## config.mk

```make
export PLATFORM = sky130hd
export DESIGN_NAME = fifod2mac_flat
export DESIGN_NICKNAME = d
export VERILOG_FILES = /design/src/rtl/fifod2mac_pkg.sv /design/src/rtl/fifod2mac_if.sv /design/src/rtl/fifod2mac_fsm.sv /design/src/rtl/fifod2mac.sv /design/src/flat_wrapper.sv
export SDC_FILE = /design/constraint.sdc
export NUM_CORES = 1
export LEC_CHECK = 0
export CORE_MARGIN = 2
export CORE_UTILIZATION = 25
export DETAILED_ROUTE_END_ITERATION = 6
export PLACE_DENSITY = 0.42
export SYNTH_ARGS = -nofsm -noshare
export SYNTH_HDL_FRONTEND = slang
export SYNTH_SLANG_ARGS = --single-unit
```

## constraint.sdc

```tcl
create_clock -name clk -period 3.2 [get_ports clk]
set_input_delay 0.64 -clock clk [delete_from_list [all_inputs] [get_ports clk]]
set_output_delay 0.64 -clock clk [all_outputs]
set_load 0.01 [all_outputs]
```

## src/rtl/fifod2mac_pkg.sv

```systemverilog
// fifod2mac_pkg: shared state encoding, header constants and error bit positions
package fifod2mac_pkg;
  typedef enum logic [1:0] {IDLE, REQ, SEND, DONE} state_t;
  localparam logic [7:0] HDR0 = 8'h5A;
  localparam logic [7:0] HDR1 = 8'hA5;
  localparam logic [15:0] MIN_LEN = 16'd18;
  localparam logic [15:0] TIMEOUT_DEF = 16'hFFFF;
  localparam int ERR_TO = 0;
  localparam int ERR_UF = 1;
  function automatic logic [15:0] frame_len(input logic [11:0] len);
    logic [15:0] l;
    l = {4'h0, len} + 16'd4;
    return l < MIN_LEN ? MIN_LEN : l;
  endfunction
endpackage

```

## src/rtl/fifod2mac_if.sv

```systemverilog
// fifod2mac_if: cs handshake, fifod read port and MAC UDP transmit signals
interface fifod2mac_if;
  logic fs;
  logic fd;
  logic [11:0] dev_tx_len;
  logic [7:0] fifod_rxd;
  logic fifod_empty;
  logic fifod_rxen;
  logic [15:0] udp_tx_len;
  logic flag_udp_tx_req;
  logic flag_udp_tx_prep;
  logic udp_txen;
  logic [7:0] udp_txd;
  logic [1:0] err;
  modport master (
    input fs, dev_tx_len, fifod_rxd, fifod_empty, flag_udp_tx_prep, udp_txen,
    output fd, fifod_rxen, udp_tx_len, flag_udp_tx_req, udp_txd, err
  );
  modport slave (
    output fs, dev_tx_len, fifod_rxd, fifod_empty, flag_udp_tx_prep, udp_txen,
    input fd, fifod_rxen, udp_tx_len, flag_udp_tx_req, udp_txd, err
  );
endinterface

```

## src/rtl/fifod2mac_fsm.sv

```systemverilog
// fifod2mac_fsm: frame sequencing with fs edge detect and request timeout
module fifod2mac_fsm import fifod2mac_pkg::*; #(
  parameter logic [15:0] TIMEOUT = TIMEOUT_DEF
) (
  input  logic   clk,
  input  logic   rst,
  input  logic   fs,
  input  logic   prep,
  input  logic   last,
  output state_t state,
  output logic   start,
  output logic   timeout
);
  localparam logic [15:0] TO_LAST = TIMEOUT - 16'd1;
  state_t nxt;
  logic fs_q;
  logic [15:0] cnt;
  always_ff @(posedge clk or posedge rst)
    if (rst) begin
      state <= IDLE;
      fs_q <= 1'b0;
      cnt <= '0;
    end else begin
      state <= nxt;
      fs_q <= fs;
      cnt <= state == REQ ? cnt + 16'd1 : '0;
    end
  always_comb begin
    nxt = state;
    start = 1'b0;
    timeout = 1'b0;
    case (state)
      IDLE: if (fs && !fs_q) begin
        nxt = REQ;
        start = 1'b1;
      end
      REQ: if (prep) nxt = SEND;
      else if (cnt == TO_LAST) begin
        nxt = DONE;
        timeout = 1'b1;
      end
      SEND: if (last) nxt = DONE;
      DONE: if (!fs) nxt = IDLE;
      default: nxt = IDLE;
    endcase
  end
endmodule

```

## src/rtl/fifod2mac.sv

```systemverilog
// fifod2mac: drains fifod into the MAC UDP transmit interface with a 4-byte header and zero padding
module fifod2mac import fifod2mac_pkg::*; #(
  parameter logic [15:0] TIMEOUT = TIMEOUT_DEF
) (
  input logic clk,
  input logic rst,
  fifod2mac_if.master bus
);
  state_t state;
  logic start, timeout, pull, last, in_pay, rd, sel_q;
  logic [11:0] len;
  logic [15:0] idx, tx_len;
  logic [7:0] byte_q, cbyte;
  logic [1:0] err;
  fifod2mac_fsm #(.TIMEOUT(TIMEOUT)) u_fsm (
    .clk(clk),
    .rst(rst),
    .fs(bus.fs),
    .prep(bus.flag_udp_tx_prep),
    .last(last),
    .state(state),
    .start(start),
    .timeout(timeout)
  );
  assign pull = bus.udp_txen && state == SEND;
  assign last = pull && idx == tx_len - 16'd1;
  assign in_pay = idx >= 16'd4 && idx < {4'h0, len} + 16'd4;
  assign rd = pull && in_pay && !bus.fifod_empty;
  assign cbyte = !pull ? 8'h00 :
                 idx == 16'd0 ? HDR0 :
                 idx == 16'd1 ? HDR1 :
                 idx == 16'd2 ? {4'h0, len[11:8]} :
                 idx == 16'd3 ? len[7:0] : 8'h00;
  // FIFO bytes are captured into byte_q once the pull ends so udp_txd holds regardless of fifod_rxd
  always_ff @(posedge clk or posedge rst)
    if (rst) begin
      len <= '0;
      idx <= '0;
      tx_len <= '0;
      err <= '0;
      sel_q <= 1'b0;
      byte_q <= '0;
    end else begin
      if (start) begin
        len <= bus.dev_tx_len;
        tx_len <= frame_len(bus.dev_tx_len);
        idx <= '0;
        err <= '0;
      end else begin
        if (pull) idx <= idx + 16'd1;
        if (timeout) err[ERR_TO] <= 1'b1;
        if (pull && in_pay && bus.fifod_empty) err[ERR_UF] <= 1'b1;
      end
      if (bus.udp_txen) begin
        sel_q <= rd;
        byte_q <= cbyte;
      end else if (sel_q) begin
        sel_q <= 1'b0;
        byte_q <= bus.fifod_rxd;
      end
    end
  assign bus.fd = state == DONE;
  assign bus.flag_udp_tx_req = state == REQ;
  assign bus.fifod_rxen = rd;
  assign bus.udp_txd = sel_q ? bus.fifod_rxd : byte_q;
  assign bus.udp_tx_len = tx_len;
  assign bus.err = err;
endmodule

```

## src/flat_wrapper.sv

```systemverilog
// flat-port wrapper written by rule: the top's interface ports become plain ports
module fifod2mac_flat import fifod2mac_pkg::*;
#(
  parameter logic [15:0] TIMEOUT = TIMEOUT_DEF
)
  (clk, rst, bus_fs, bus_dev_tx_len, bus_fifod_rxd, bus_fifod_empty, bus_flag_udp_tx_prep, bus_udp_txen, bus_fd, bus_fifod_rxen, bus_udp_tx_len, bus_flag_udp_tx_req, bus_udp_txd, bus_err);
  fifod2mac_if bus_i ();
  input logic clk;
  input logic rst;
  input wire logic [$bits(bus_i.fs)-1:0] bus_fs;
  input wire logic [$bits(bus_i.dev_tx_len)-1:0] bus_dev_tx_len;
  input wire logic [$bits(bus_i.fifod_rxd)-1:0] bus_fifod_rxd;
  input wire logic [$bits(bus_i.fifod_empty)-1:0] bus_fifod_empty;
  input wire logic [$bits(bus_i.flag_udp_tx_prep)-1:0] bus_flag_udp_tx_prep;
  input wire logic [$bits(bus_i.udp_txen)-1:0] bus_udp_txen;
  output wire logic [$bits(bus_i.fd)-1:0] bus_fd;
  output wire logic [$bits(bus_i.fifod_rxen)-1:0] bus_fifod_rxen;
  output wire logic [$bits(bus_i.udp_tx_len)-1:0] bus_udp_tx_len;
  output wire logic [$bits(bus_i.flag_udp_tx_req)-1:0] bus_flag_udp_tx_req;
  output wire logic [$bits(bus_i.udp_txd)-1:0] bus_udp_txd;
  output wire logic [$bits(bus_i.err)-1:0] bus_err;
  assign bus_i.fs = bus_fs;
  assign bus_i.dev_tx_len = bus_dev_tx_len;
  assign bus_i.fifod_rxd = bus_fifod_rxd;
  assign bus_i.fifod_empty = bus_fifod_empty;
  assign bus_i.flag_udp_tx_prep = bus_flag_udp_tx_prep;
  assign bus_i.udp_txen = bus_udp_txen;
  assign bus_fd = bus_i.fd;
  assign bus_fifod_rxen = bus_i.fifod_rxen;
  assign bus_udp_tx_len = bus_i.udp_tx_len;
  assign bus_flag_udp_tx_req = bus_i.flag_udp_tx_req;
  assign bus_udp_txd = bus_i.udp_txd;
  assign bus_err = bus_i.err;
  fifod2mac #(.TIMEOUT(TIMEOUT)) u_core (.clk(clk), .rst(rst), .bus(bus_i));
endmodule
```

==> run metrics <==
Port Buffers=51; Crit path buffers/inverters=1; setup violators final=0; cell chain of the critical path=and3_4 > and3_4 > nand3_2 > xor2_1 > ha_1 > a21o_1 > a21oi_2 > nor2b_1 > o21ai_1 > nand4_1 > nor3_2 > buf_2; clock skew=5.47 ps; sequential share of the synthesized area=37.9%; ys flop type=dfrtp_1; Hold EP=u_core.bus.err[1]$_DFFE_PP0P_; Post-synth EDFFs=0; cell family with most CP delay=simple AND/OR/NAND/NOR gates; Synth Cell Area=between 4000 and 5000 µm²; antenna violations before repair=0; Congestion Overflow GR=0; number of global-route vias before repair=4207; drt pass-1 iters=4; total CTS buffers=9; CP dominant cell by count=and3_4; DR iter-0 viols=about 170; sequential share of power=32.1%; diode count=0; TritonCTS clock tree=built; final wirelength=13600 µm; drt drc=0; fillers=1920; Seq. cell area=1780 µm²; arrival time at the worst endpoint=about 2500 ps; crit end category=output port; area delta synth->final=27.4%; max-slew violations=0; Sw Share=about two fifths; nets@finish=666; largest cells by area after synthesis=dfrtp_1 (38%), ha_1 (6.9%), nand2_1 (6.0%), xnor2_1 (5.4%), o21ai_0 (4.7%); commonest cells in the netlist=nand2_1 (75), dfrtp_1 (71), o21ai_0 (44), nor2_1 (31), xnor2_1 (29); Yosys reg bits=71; min-delay worst type=flip-flop to flip-flop; Avg Inst Size Synth=8.69 µm²; detailed placement HPWL=10000 µm; final period utilization=between 90% and 100%; wire per inst=15.9 µm; CP required=2560 ps; Least-Margin Pin Slew=591 ps; hold_sp=u_core.bus.err[1]$_DFFE_PP0P_; count leader, synth=nand2_1; Leak=roughly 2.5 nW; RSZ-0062 raised after global routing=yes; Die Y=around 140 µm; Setup WS post-layout=49.3 ps; combinational power share=45.2%; CTS Sinks=between 70 and 80; clock share of power=22.7%; DR vias=4148; Place WS=-153 ps; Max Fclk=0.317 GHz; setup tns final=0 ps; synth warn=0; H-Tree Depth=3; area of the multi-input gates=2770 µm²; Hold Vio Cnt, Final=0; full die area=19900 µm²; Max stage delay on crit path=360 ps; Synth Instances=540; I/O Pins=55; chip width=141 µm; worst reg2reg endpoint=u_core.u_fsm.state[1]$_DFFE_PP0P_; Final ANT Viol Nets=0; status=finished, final reports clean; largest net degree at the start of global routing=72; Net Switching=1.71 mW; largest fanout on the critical path=2; R2R Setup Slk=530 ps; Pint=2.66 mW; GP Congestion=0.837; share of the synthesized area in the top cell type=around 38%; R2R cell count=7; Tmin final=approximately 3200 ps; Tot Pwr=roughly 4.4 mW; P per Cell Area=730 nW/µm²; MaxCap Viol Count=0; share of cells above drive strength 1=a little over an eighth; startpoint types=flip-flop; fin util=between 30% and 40%; first-pass GRT wire length=approximately 22000 µm; Setup CP Type=flip-flop to output port; worst reg2reg startpoint=u_core.bus.udp_tx_len[3]$_DFFE_PP0P_; Core ar.=18600 µm²; Rows=50; area leader, netlist=dfrtp_1; Clk pin slew, worst setup/hold paths=60 ps; CTS max path bufs=2; post-synth cell types=55; starting density of the core=approximately a quarter; hold path depth=2; Rel. slew slack=around 60%; Vias per Instance=4.87; Root Driver=clkbuf_16; ys async rst share=100%; Peak VDD IR=roughly 240 µV; Clock Latency Late Sink=340 ps; Tot GR Track Use=14.5%; critical path's slowest cell=dfrtp_1
==> cell usage in the layout, fill, tap and decap left out, types with 17 or more instances in the layout <==
cell type        synthesis  routed
nand3_1                 23      22
xnor2_1                 29      29
nor2_1                  31      30
ha_1                    26      26
dfrtp_1                 71      71
o21ai_0                 44      43
inv_1                   18      17
xor2_1                  25      25
clkdlybuf4s50_1          0      50
nand2_1                 75      75
buf_4                    4      35
==> state kept, by name (all words and copies together) (netlist names) <==
register               flops
u_core.u_fsm.state         2
u_core.sel_q               1
u_core.idx                16
u_core.bus.err             2
u_core.u_fsm.fs_q          1
u_core.len                12
u_core.bus.udp_tx_len     13
u_core.u_fsm.cnt          16
u_core.byte_q              8
==> layout make-up <==
| class | instances | share of cell area (%) |
|---|---|---|
| multi-input combinational | 427 | 46.4 |
| sequential | 71 | 29.7 |
| timing repair buffer | 87 | 13.2 |
| tap | 234 | 4.90 |
| clock buffer | 11 | 3.89 |
| inverter | 18 | 1.13 |
| clock inverter | 4 | 0.795 |
==> power groups by stage <==
stage	Combinational [mW]	Sequential (mW)	Clock (mW)
6_report	1.97	1.40	0.991
5_1_grt	2.21	1.44	1.07
4_1_cts	1.99	1.40	1.03
3_5_place_dp	1.96	1.42	0
3_3_place_gp	1.95	1.41	0
2_1_floorplan	1.14	1.39	0
==> how the worst max path moves through the flow <==
| stage | start | slack (ps) | to | cells past startpoint |
|---|---|---|---|---|
| after floorplan | u_core.len[4]$_DFFE_PP0P_ | 390 | bus_fifod_rxen | 11 |
| after global placement | u_core.len[6]$_DFFE_PP0P_ | -200 | bus_fifod_rxen | 12 |
| after detailed placement | u_core.len[6]$_DFFE_PP0P_ | -150 | bus_fifod_rxen | 12 |
| after CTS | u_core.len[4]$_DFFE_PP0P_ | -60 | bus_fifod_rxen | 12 |
| after global routing | u_core.len[4]$_DFFE_PP0P_ | -130 | bus_fifod_rxen | 12 |
| final | u_core.len[4]$_DFFE_PP0P_ | 50 | bus_fifod_rxen | 12 |
==> routing by layer <==
layer  track usage [%]  vias to the layer above  part of all wire [%]
met2              23.8                       70                    48
met4              3.79                        0                   1.2
met3              3.43                       15                   3.8
li1                  -                     2045                     -
met1              19.2                     2018                    47
met5                 0                        -                     0
==> repair_timing <==
| action | CTS | global route |
|---|---|---|
| endpoints found under the setup margin | 1 | 1 |
| cloned | 0 | 0 |
| pin swaps | 6 | 4 |
| gates resized for setup | 9 | 2 |
| buffers inserted | 1 | 0 |
| hold buffers | 0 | 0 |
==> stage by stage <==
step,instance area (µm²),hold WS (ps),instances
floorplan,4700,451,542
global placement,5670,473,836
detailed placement,5670,484,836
CTS,5970,497,852
global route,5980,527,852
finish,5980,484,852
==> logic make-up (layout without fill, tap and decap cells) <==
logic type | Yosys count | in the layout | share of synthesized area, %
simple gates | 239 | 239 | 26.4
compound gates | 95 | 95 | 12.4
flops | 71 | 71 | 37.9
xor+xnor | 54 | 54 | 10.1
buf+inv | 44 | 120 | 3.84
fa+ha+maj | 26 | 26 | 6.93
mux | 10 | 10 | 2.37
other cells | 1 | 3 | 0.0799
==> tightest hold or removal path, stage by stage (launching register included) <==
cell	delay, ps
dfrtp_1	350
nand2_1	50
o31ai_1	50
No activity file was read; power rests on OpenSTA's default activity.
